### src/rtl/xip_fill_arbiter.sv
// Round-robin arbiter that sequences 16-byte line fills from two caches onto one SPI flash line reader.
// Define XIP_FILL_ARB_TIMEOUT_EN to add a watchdog that aborts a fill when the reader never completes.
module xip_fill_arbiter #(
    parameter int ADDR_W         = 24,
    parameter int TIMEOUT_CYCLES = 4096
) (
    input  logic              HCLK,
    input  logic              HRESETn,
    input  logic              req0,
    input  logic [ADDR_W-1:0] addr0,
    output logic              done0,
    output logic              err0,
    input  logic              req1,
    input  logic [ADDR_W-1:0] addr1,
    output logic              done1,
    output logic              err1,
    output logic              fr_rd,
    output logic [ADDR_W-1:0] fr_addr,
    input  logic              fr_done,
    output logic              busy
);
    typedef enum logic [1:0] {ST_IDLE, ST_ISSUE, ST_BUSY, ST_DONE} state_t;

    state_t            state_q;
    logic              gnt_q;
    logic              rr_last_q;
    logic              fr_rd_q;
    logic              busy_q;
    logic [1:0]        done_q;
    logic [ADDR_W-1:0] fr_addr_q;

    logic [ADDR_W-1:0] line0_d;
    logic [ADDR_W-1:0] line1_d;
    logic [ADDR_W-1:0] win_line_d;
    logic              win_d;
    logic              merge_d;
    logic [1:0]        gnt_mask_d;

`ifdef XIP_FILL_ARB_TIMEOUT_EN
    localparam int               CNT_W    = (TIMEOUT_CYCLES > 2) ? $clog2(TIMEOUT_CYCLES) : 1;
    localparam logic [CNT_W-1:0] CNT_LAST = CNT_W'(TIMEOUT_CYCLES - 1);

    logic [CNT_W-1:0] tmo_cnt_q;
    logic [1:0]       err_q;
`endif

    // Byte offset within a line never reaches the reader or the merge compare.
    logic unused_ok;
    assign unused_ok = &{1'b0, addr0[3:0], addr1[3:0], (TIMEOUT_CYCLES == 0)};

    always_comb begin
        line0_d    = {addr0[ADDR_W-1:4], 4'd0};
        line1_d    = {addr1[ADDR_W-1:4], 4'd0};
        win_d      = (req0 && req1) ? ~rr_last_q : req1;
        win_line_d = win_d ? line1_d : line0_d;
        merge_d    = gnt_q ? (req0 && (line0_d == fr_addr_q))
                           : (req1 && (line1_d == fr_addr_q));
        gnt_mask_d = gnt_q ? 2'b10 : 2'b01;
    end

    always_ff @(posedge HCLK or negedge HRESETn) begin
        if (!HRESETn) begin
            state_q   <= ST_IDLE;
            gnt_q     <= 1'b0;
            rr_last_q <= 1'b1;
            fr_rd_q   <= 1'b0;
            busy_q    <= 1'b0;
            done_q    <= 2'b00;
            fr_addr_q <= '0;
`ifdef XIP_FILL_ARB_TIMEOUT_EN
            tmo_cnt_q <= '0;
            err_q     <= 2'b00;
`endif
        end else begin
            fr_rd_q <= 1'b0;
            done_q  <= 2'b00;
`ifdef XIP_FILL_ARB_TIMEOUT_EN
            err_q   <= 2'b00;
`endif
            case (state_q)
                ST_IDLE: begin
                    if (req0 || req1) begin
                        gnt_q     <= win_d;
                        fr_addr_q <= win_line_d;
                        fr_rd_q   <= 1'b1;
                        busy_q    <= 1'b1;
                        state_q   <= ST_ISSUE;
                    end
                end
                ST_ISSUE: begin
                    state_q <= ST_BUSY;
`ifdef XIP_FILL_ARB_TIMEOUT_EN
                    tmo_cnt_q <= '0;
`endif
                end
                ST_BUSY: begin
                    // The loser is served too when it is waiting on the very line just read.
                    if (fr_done) begin
                        state_q <= ST_DONE;
                        done_q  <= gnt_mask_d | (merge_d ? ~gnt_mask_d : 2'b00);
                    end
`ifdef XIP_FILL_ARB_TIMEOUT_EN
                    else if (tmo_cnt_q == CNT_LAST) begin
                        state_q <= ST_DONE;
                        done_q  <= gnt_mask_d;
                        err_q   <= gnt_mask_d;
                    end else begin
                        tmo_cnt_q <= tmo_cnt_q + 1'b1;
                    end
`endif
                end
                ST_DONE: begin
                    rr_last_q <= gnt_q;
                    busy_q    <= 1'b0;
                    state_q   <= ST_IDLE;
                end
                default: begin
                    state_q <= ST_IDLE;
                    busy_q  <= 1'b0;
                end
            endcase
        end
    end

    assign fr_rd   = fr_rd_q;
    assign fr_addr = fr_addr_q;
    assign busy    = busy_q;
    assign done0   = done_q[0];
    assign done1   = done_q[1];
`ifdef XIP_FILL_ARB_TIMEOUT_EN
    assign err0    = err_q[0];
    assign err1    = err_q[1];
`else
    assign err0    = 1'b0;
    assign err1    = 1'b0;
`endif

endmodule
### config.mk
export PLATFORM = sky130hd
export DESIGN_NAME = xip_fill_arbiter
export DESIGN_NICKNAME = d
export VERILOG_FILES = /design/src/rtl/xip_fill_arbiter.sv
export SDC_FILE = /design/constraint.sdc
export NUM_CORES = 1
export LEC_CHECK = 0
export CAP_MARGIN = 10
export CORE_MARGIN = 4
export CORE_UTILIZATION = 41
export DETAILED_ROUTE_END_ITERATION = 8
export PLACE_DENSITY = 0.8
export SLEW_MARGIN = 30
export SYNTH_ARGS = -nofsm -noshare
export SYNTH_HDL_FRONTEND = slang
export SYNTH_SLANG_ARGS = --single-unit
### constraint.sdc
create_clock -name HCLK -period 1.69 [get_ports HCLK]
set_input_delay 0.338 -clock HCLK [delete_from_list [all_inputs] [get_ports HCLK]]
set_output_delay 0.338 -clock HCLK [all_outputs]
set_load 0.02 [all_outputs]
# Word level (Yosys, flattened, before mapping)
# Index checks and enable logic that the tools add are counted.
dict set report classes {
  reduce_logical 9
  eq_ne 7
  n_mux 14
  bitwise 3
}
# op count
set op_table {}
lappend op_table {{== test 24 bit} 2}
lappend op_table {{two-way mux 24 bit} 1}
lappend op_table {{two-way mux 2 bit} 6}
lappend op_table {{one-hot mux 2 bit (4 select lines)} 1}
lappend op_table {{AND reduction 2 bit} 3}
lappend op_table {{two-way mux 1 bit} 5}
lappend op_table {{== test 2 bit, second input constant} 2}
lappend op_table {{!= test 2 bit, second input constant} 2}
lappend op_table {{logical AND 1 bit} 3}
lappend op_table {{== test 2 x 1 -> 1 bit, second input constant} 1}
lappend op_table {{logical NOT 2 bit} 1}
lappend op_table {{NOT 2 bit} 1}
lappend op_table {{bitwise OR 2 bit} 1}
lappend op_table {{one-hot mux 1 bit (2 select lines)} 1}
lappend op_table {{nonzero test 2 bit} 1}
lappend op_table {{logical OR 1 bit} 1}
lappend op_table {{NOT 1 bit} 1}
dict set report totals {
  inputBits 53
  out_inout_bits 30
  register_bits 32
  wordCells 40
}

# Logic depth before layout (Yosys ltp)
# Gate-level depths: netlist of the first run.
dict set report depth {
  word_depth 7
  ltp_mapped 6
  mapped_depth_nobuf 6
}

# Least setup slack after synthesis of the first run
# Ideal clock, no wire load.
dict set report synth_timing {
  path_kind {reg-to-reg}
  start {reg fr_addr_q[5] (netlist: fr_addr[5])}
  end {reg done_q[1]}
  slack_ns 0.371
  period_less_slack_ns 1.319
  t_required_ns 1.587
  arrival_time_ns 1.215
  path_stages_with_launch 5
  n_path_buf 0
  setup_time_ns 0.103
  cell_sequence {dfrtp_1 xor2_1 nor4_1 nand4_1 o41ai_2}
}
dict set report synth_between {
  elab_chain_cells 7
  word_cells_on_any_way 9
  cone_classes {eq/ne: 2; mux: 4; bitwise: 1; reduce/logical: 2}
}
# element line
set synth_rtl {}
lappend synth_rtl {{start, declared} 30} ;# logic [ADDR_W-1:0] fr_addr_q;
lappend synth_rtl {{start signal, assigned} 84} ;# fr_addr_q <= win_line_d;
lappend synth_rtl {{== test 24 bit, on equally long branches} {57, 56}}
lappend synth_rtl {{logical AND 1 bit, on equally long branches} {57, 56}}
lappend synth_rtl {{two-way mux 1 bit (*)} 56} ;# merge_d = gnt_q ? (req0 && (line0_d == fr_addr_q))
lappend synth_rtl {{two-way mux 2 bit (*)} 100} ;# done_q <= gnt_mask_d | (merge_d ? ~gnt_mask_d : 2'b00);
lappend synth_rtl {{bitwise OR 2 bit (*)} 100}
lappend synth_rtl {{two-way mux 2 bit (*)} 98} ;# if (fr_done) begin
lappend synth_rtl {{two-way mux 2 bit (*)} 80} ;# case (state_q)
lappend synth_rtl {{end signal, assigned} 100}
lappend synth_rtl {{end, declared} 29} ;# logic [1:0] done_q;
# Every way passes the cells marked *; elsewhere a longest branch is shown, timed or not.
# A chain may end at the register's enable or synchronous reset.

# Worst setup path after layout of the first run
dict set report layout_timing {
  start {reg fr_addr_q[8] (netlist: fr_addr[8])}
  end {out fr_addr[8]}
}
# element line
set layout_lines {}
lappend layout_lines {{end, declared} 18} ;# output logic [ADDR_W-1:0] fr_addr,
# No word-level cell between the ends.

==> metrics.yaml, run 1 <==
status: "completed"
power_density_nw_per_um2: 1520
cp_max_fo: 4
ys_warn_count: 0
via_per_inst: 5.10
post-dp-hpwl_mm: 3.65
power_uw: 4040
wl_per_cell_um: 15.3
firstDrtPassIters: 4
cp_num_cells: 1
hold_violations: 0
critPathKind: "reg -> out"
synthCells: 178
r2r_cells: 4
cap_violations: 0
gp_congestion: 0.777
mostFrequentLayoutCell: "clkdlybuf4s50_1"
layout.nets: 308
pin_count: 83
wl_mm: 4.60
syn_avg_cell_area_sq_um: 10.0
fp-row-count: 23
port_buffers: 68
post_dp_cell_area_sq_um: 2550
cts-root-buf: "clkbuf_8"
holdBufCountCts: 0
clk_pin_slew_ps: 100
n_antenna_cell: 0
grt_usage_pct: 16.9
cp_cell_sequence: "clkdlybuf4s50_1"
min_path_type: "in -> async"
drive_gt1_share_pct: 7.97
crit_slowest_cell: "clkdlybuf4s50_1"
fin_crit_ps: 1660
startpoint_type: "register"
crit_buf_inv: 1
area_growth_pct: 48.2
clk-insertion-delay-late_ps: 280
seq_area_frac_synth_pct: 39.3
irDropWorstVdd_mv: 0.652
synth_cell_types: 31
start_util_pct: 43.4
layout_common_cells: "49 x clkdlybuf4s50_1, 31 x xor2_1, 27 x dfrtp_1, 24 x nand2_1"
grt_pass1_wl_mm: 7.23
num_vias: 1535
rsz0062_at_grt: "false"
drc_errors: 0
crit_family: "buffers and inverters"
core_area_sq_um: 4120
max_stage_delay_ps: 630
final_cell_area_sq_um: 2650
worstReg2RegStart: "fr_addr[5]$_DFFE_PN0P_"
end_kind: "output port"
cp.arrival_ps: 1320
cts_buffer_depth: 2
seq_area_sq_um: 702
num-fill-cells: 338
die_area_sq_um: 5480
cts.sinks: 28
cts_inserted_buffers: 3
die_x_um: 74.0
cts_tree: "built"
drt_iter0_markers: 37
min_period_over_period_pct: 98.1
slew_viol_final: 0
ant_nets: 0
clock_skew_ps: 4.27
max_freq_mhz: 603
h-tree-depth: 1
crit_start: "fr_addr[8]$_DFFE_PN0P_"
synth.ff_latch_count: 28
worst_ep_required_time_ps: 1350
p_leak_uw: 0.00134
grt_start_max_net_pins: 29
multi_input_area_sq_um: 1010
overflow: 0
antenna_found_initial: 0
synth_area_sq_um: 1790
dieHeight_um: 74.0
setup_viol: 0
grt_pass1_vias: 1541
==> flip-flops by register name, summed over array words and instances (netlist names) <==
signal,count
fr_addr,20
fr_rd,1
done_q,2
gnt_q,1
rr_last_q,1
state_q,2
busy,1
==> synthesized netlist by cell type, drive strengths merged <==
library cell,count,area (sq um)
conb,1,3.75
buf,11,82.6
nor2b,1,6.26
a21oi,1,5.00
nand2,24,90.1
nor3,2,10.0
o41ai,1,16.3
ha,3,37.5
mux2i,20,200
o22a,1,8.76
dfrtp,27,676
nor4,6,37.5
nand3,2,10.0
xnor2,9,78.8
nor2,1,3.75
dfstp,1,26.3
clkbuf,1,3.75
o21ai,22,114
mux2,1,11.3
inv,3,11.3
a21boi,1,18.8
o2bb2ai,1,8.76
xor2,31,272
nand4,5,31.3
o32ai,1,16.3
a22o,1,8.76
==> cell families after synthesis <==
kind of cell / Yosys count / synth area share [%]
DFF: 28 / 39.3
muxes: 21 / 11.8
buffers and inverters: 15 / 5.46
xor gates and xnor gates: 40 / 19.6
and+or+nand+nor: 41 / 10.6
other: 1 / 0.210
AOI/OAI and AO/OA: 29 / 11.0
adders and majority gates: 3 / 2.10
==> final timing paths <==
kind	endpoint	slack, ps
max in group asynchronous	rr_last_q$_DFFE_PN1P_	940
worst min-delay path	fr_addr[11]$_DFFE_PN0P_	440
worst max-delay path	fr_addr[8]	30
min in group HCLK	busy$_DFFE_PN0P_	510
worst min register to register	busy$_DFFE_PN0P_	510
worst max register to register	done_q[1]$_DFF_PN0_	180
==> where the power goes <==
group | total, uW | leakage [uW] | switching, uW | internal, uW
Clock | 424 | 0.0000288 | 215 | 209
Combinational | 2260 | 0.000965 | 1180 | 1080
Sequential | 1360 | 0.000345 | 361 | 997
Total | 4040 | 0.00134 | 1750 | 2290
==> per-stage QoR <==
step / worst slack [ps] / TNS [ps] / hold slack, ps / utilization [%] / cells
6_report: 32.3 / 0 / 437 / 64.4 / 301
2_1_floorplan: 371 / 0 / 42.4 / - / 183
3_5_place_dp: -224 / -276 / 490 / 61.9 / 297
3_3_place_gp: -101 / -159 / 491 / 61.9 / 297
4_1_cts: 0.157 / 0 / 452 / 63.2 / 301
5_1_grt: 0.803 / 0 / 474 / 64.4 / 301
==> layout make-up <==
| cell class | instances | area share [%] |
|---|---|---|
| inverter | 3 | 0.425 |
| clock buffer | 4 | 2.08 |
| tap | 50 | 2.36 |
| sequential | 28 | 26.5 |
| timing repair buffer | 76 | 30.4 |
| multi-input combinational | 140 | 38.2 |
==> metal layers <==
metal  global-route usage, %  routed length, um  up-vias
met4                    3.62                 38        0
met1                    22.4               2000      722
met5                       0                  0        -
met3                    2.16                321        5
met2                    29.6               2240       54
li1                        -                  -      754
==> repair_timing <==
action                                  4_1_cts  5_1_grt
resized for setup                             2       18
endpoints found under the setup margin        2       18
buffers inserted                              0        0
==> worst reg2reg max path, stage by stage, from the launching register on <==
cell	delay, ps
dfrtp_1	440
xor2_1	190
nor4_1	360
nand4_1	190
o41ai_2	240
No activity file was read; power rests on OpenSTA's default activity.
==> run 2: changes to the inputs <==
--- a/config.mk
+++ b/config.mk
@@ -8,6 +8,7 @@
 export CAP_MARGIN = 10
 export CORE_MARGIN = 4
 export CORE_UTILIZATION = 41
+export CTS_CLUSTER_SIZE = 16
 export DETAILED_ROUTE_END_ITERATION = 8
 export PLACE_DENSITY = 0.8
 export SLEW_MARGIN = 30
==> results of run 2 <==
The final DEF is identical to that of run 1; final timing and power are the same.
==> edit 1: new RTL, flow settings as in run 1 <==
Reset style: synchronous (`HRESETn`), changed in one clocked block.
--- a/src/rtl/xip_fill_arbiter.sv
+++ b/src/rtl/xip_fill_arbiter.sv
@@ -60,3 +60,3 @@
 
-    always_ff @(posedge HCLK or negedge HRESETn) begin
+    always_ff @(posedge HCLK) begin
         if (!HRESETn) begin
Behaviour: differs if HRESETn is asserted again (counterexample within 4 cycles, from zero or initial values and one cycle with HRESETn low); with HRESETn held inactive, the same outputs for 10 cycles.
==> edit 1 against run 1 <==
- first-iteration DRC count is 54% higher
- total power is 22% lower
- wire length is 0.43% higher
- area after synthesis is 0.49% higher
- final area is 0.80% lower
- sequential cell count stayed put
- critical path depth stayed put
- worst setup slack better by 0.10 ns
- combinational power is 26% lower
- count of clock-buffer cells in the layout is 1 lower
- largest cell class unchanged
- highest routed layer unchanged
==> edit 1: results (changes against run 1) <==
status: "completed"
synth_commonest_cells: "xor2_1, dfxtp_1, mux2i_1, nand2_1, o211a_1"
worst-r2r-cell-count: 6  # +2
grtUsageMet2_pct: 29.5  # -0.098 points
pre_cts_ws_ns: -0.135  # +0.0892 ns
hp-class: "reg -> reg"
nFillCells: 374  # +11%
multiInputGateArea_sq_um: 1130  # +12%
hold_ws_ns: 0.524  # +0.0869 ns
gp_congestion: 0.758  # -2.5%
drt-met1-wl_um: 1880  # -5.9%
p_clk_uw: 369  # -13%
area_growth_pct: 46.3
ys.flop_type: "dfxtp_1"
crit_fanout: 2  # -2
r2r_start: "state_q[0]"
drive_gt1_share_pct: 6.23  # -1.7 points
routedWlPerCell_um: 15.1  # -1.5%
nFlopsAndLatches: 28  # unchanged
drtIter0Drc: 57  # +54%
seq_area_frac_synth_pct: 31.2  # -8.1 points
regArea_sq_um: 561  # -20%
grt_use_met1_pct: 20.0  # -2.4 points
async_flop_share_pct: 0  # -100 points
synth_area_leaders: "dfxtp_1, xor2_1, mux2i_1"
pwr-share-clk_pct: 11.7  # +1.2 points
hpwlAfterDp_um: 3570  # -2.3%
ir_worst_vdd_v: 0.000621  # -4.7%
buffers: 78  # +2.6%
ys_types: 29  # -6.5%
clk_share_pct: 1.57  # -0.51 points
multi_input_cells: 144  # +2.9%
p_comb_share_pct: 52.9  # -3.0 points
wl_met2_um: 2290  # +2.1%
r2r_end: "done_q[1]"
power.leakage_nw: 1.53  # +14%
buf_share_pct: 31.1  # +0.72 points
n_all_inverters: 4  # +1
place_inst: 304  # +2.4%
synthCells: 187  # +5.1%
==> edit 1: logic make-up (layout without fill, tap and decap cells) <==
kind of cell	count (synthesis)	count (layout)	share of synthesized area (%)
flip-flops	28	28	31.2
multiplexers	22	22	12.3
other	1	6	0.209
AO/OA/AOI/OAI	28	28	15.0
XOR/XNOR	40	40	19.5
buffers and inverters	20	85	7.24
AND/OR/NAND/NOR	44	44	11.8
adder cells (fa/ha/maj)	4	4	2.79
==> edit 1: worst max-delay path by stage <==
| stage | end | start | slack [ns] |
|---|---|---|---|
| CTS | fr_addr[14] | fr_addr[14] | 0.005 |
| global placement | fr_addr[12] | req0 | -0.09 |
| global route | done_q[0] | state_q[0] | 0.03 |
| floorplan | fr_addr[19] | state_q[0] | 0.39 |
| finish | busy | busy | 0.13 |
| detailed placement | fr_addr[8] | req0 | -0.14 |
==> edit 1: what timing repair did <==
action	CTS	global route
gates resized for setup	0	21
setup endpoints to repair	0	21
hold buffers	0	0
hold endpoints to repair	0	0
setup buffers	0	0
==> edit 2: new RTL, config.mk and constraints of run 1 <==
Without the edit above. The parameter `ADDR_W` goes from 24 to 48.
--- a/src/rtl/xip_fill_arbiter.sv
+++ b/src/rtl/xip_fill_arbiter.sv
@@ -3,3 +3,3 @@
 module xip_fill_arbiter #(
-    parameter int ADDR_W         = 24,
+    parameter int ADDR_W         = 48,
     parameter int TIMEOUT_CYCLES = 4096
Interface: changed (resized addr0, addr1 and fr_addr); port bits go from 83 to 155. The function was not compared with the original's and may differ.
==> edit 2 against run 1 <==
- worst setup slack gained 0.035 ns
- die area grew 84%
- wire length grew 130%
- synthesized cell count grew 110%
- total power grew 92%
- non-clock buffer count grew 86
- via count grew 110%
- final cell count grew 110%
- sequential cell count grew 24
- global-route usage grew 4.1 points
- critical path depth is the same
- final area grew 93%
- sequential power grew 91%
- area after synthesis grew 96%
- largest power group unchanged
- highest routed layer unchanged
==> edit 2: results (changes against run 1) <==
status: "completed"
power.leakage_nw: 2.29  # +71%
cts_inserted_buffers: 5  # +2
gp_congestion: 0.887  # +14%
drtIter0Drc: 105  # +180%
synth_commonest_cells: "dfrtp_1, nand2_1, xnor2_1"
synth_area_leaders: "dfrtp_1, mux2i_1, xnor2_1"
drive_gt1_share_pct: 7.27  # -0.70 points
cts_buffer_depth: 2  # unchanged
seq_area_frac_synth_pct: 37.2  # -2.1 points
p_clk_uw: 711  # +68%
pre_cts_ws_ns: -0.229  # -0.00496 ns
port_buffers: 140  # +110%
clkTransAtPathRegs_ns: 0.10  # about the same
crit_fanout: 2  # -2
ys_types: 33  # +6.5%
synth-compound-area-share_pct: 13.4  # +2.4 points
synth_mux_area_share_pct: 11.2  # -0.61 points
grt_max_degree: 43  # +48%
htreeDepth: 2  # +1
grt_pass1_wl_um: 16600  # +130%
synth-xor-area-share_pct: 18.0  # -1.6 points
swShare_pct: 46.5  # +3.1 points
vias_per_cell: 5.14  # +0.86%
yosys.area_share.adder_pct: 1.07  # -1.0 points
placed_cell_area_sq_um: 5060  # +99%
fin_skew_ns: 0.00725  # +0.00298 ns
nFillCells: 710  # +110%
p_sw_mw: 3.60  # +110%
antenna_found_initial: 0  # unchanged
async_flop_share_pct: 100  # unchanged
clk_latency_ns: 0.30  # +0.02 ns
ir_worst_vdd_v: 0.000685  # +5.1%
crit_arrival_ns: 1.28  # -0.04 ns
grt_usage_pct: 21.0  # +4.1 points
grt_pass1_vias: 3295  # +110%
nets: 626  # +100%
hpwlAfterDp_um: 8800  # +140%
-- edit 2: kinds of logic after synthesis --
logic type,Yosys count
mux,39
buf+inv,40
compound gates,77
other cells,1
simple gates,85
fa+ha+maj,3
flops,52
xor+xnor,72
-- edit 2: layer usage --
metal / GRT usage, % / up-vias / wire length (um)
met2: 36.9 / 116 / 5470
met3: 5.42 / 12 / 809
met1: 26.0 / 1527 / 4370
met4: 4.77 / 0 / 168
li1: - / 1575 / -
met5: 0 / - / 0
-- edit 2: final timing paths --
path                            startpoint          end  slack, ns  cells past startpoint
worst max-delay path                  busy         busy       0.07                      1
worst min-delay path               HRESETn  fr_addr[13]       0.41                      2
worst max register to register  state_q[0]    done_q[0]       0.10                      7
worst min register to register        busy         busy       0.52                      2
max in group asynchronous          HRESETn    rr_last_q       0.63                      3
min in group HCLK                     busy         busy       0.52                      2
-- edit 2: cell type report --
class,count,area (sq um),share of cell area (%)
clock buffers,8,80.1,1.56
flip-flops and latches,52,1300,25.4
multi-input cells,282,1980,38.6
repair buffers,162,1560,30.5
well taps,105,131,2.56
inverters,19,71.3,1.39
-- edit 2: timing repair --
action | in CTS | in global routing
pin swaps | 0 | 0
hold endpoints to repair | 7 | 0
hold buffers | 1 | 0
gates resized for setup | 43 | 6
setup endpoints to repair | 43 | 3
-- edit 2: worst register-to-register path, stage by stage (launching register included) --
cell and delay [ns]:
dfrtp_1 0.41, inv_1 0.09, ha_2 0.23, nand2_2 0.11
a21o_1 0.17, a221oi_1 0.20, nand4_1 0.16, o22ai_1 0.15
-- edit 2: per-stage QoR --
stage                     instances  hold WS [ns]
after floorplan                 374        0.0424
after global placement          619         0.191
after detailed placement        619         0.193
after CTS                       628         0.415
after global routing            628         0.430
final                           628         0.413
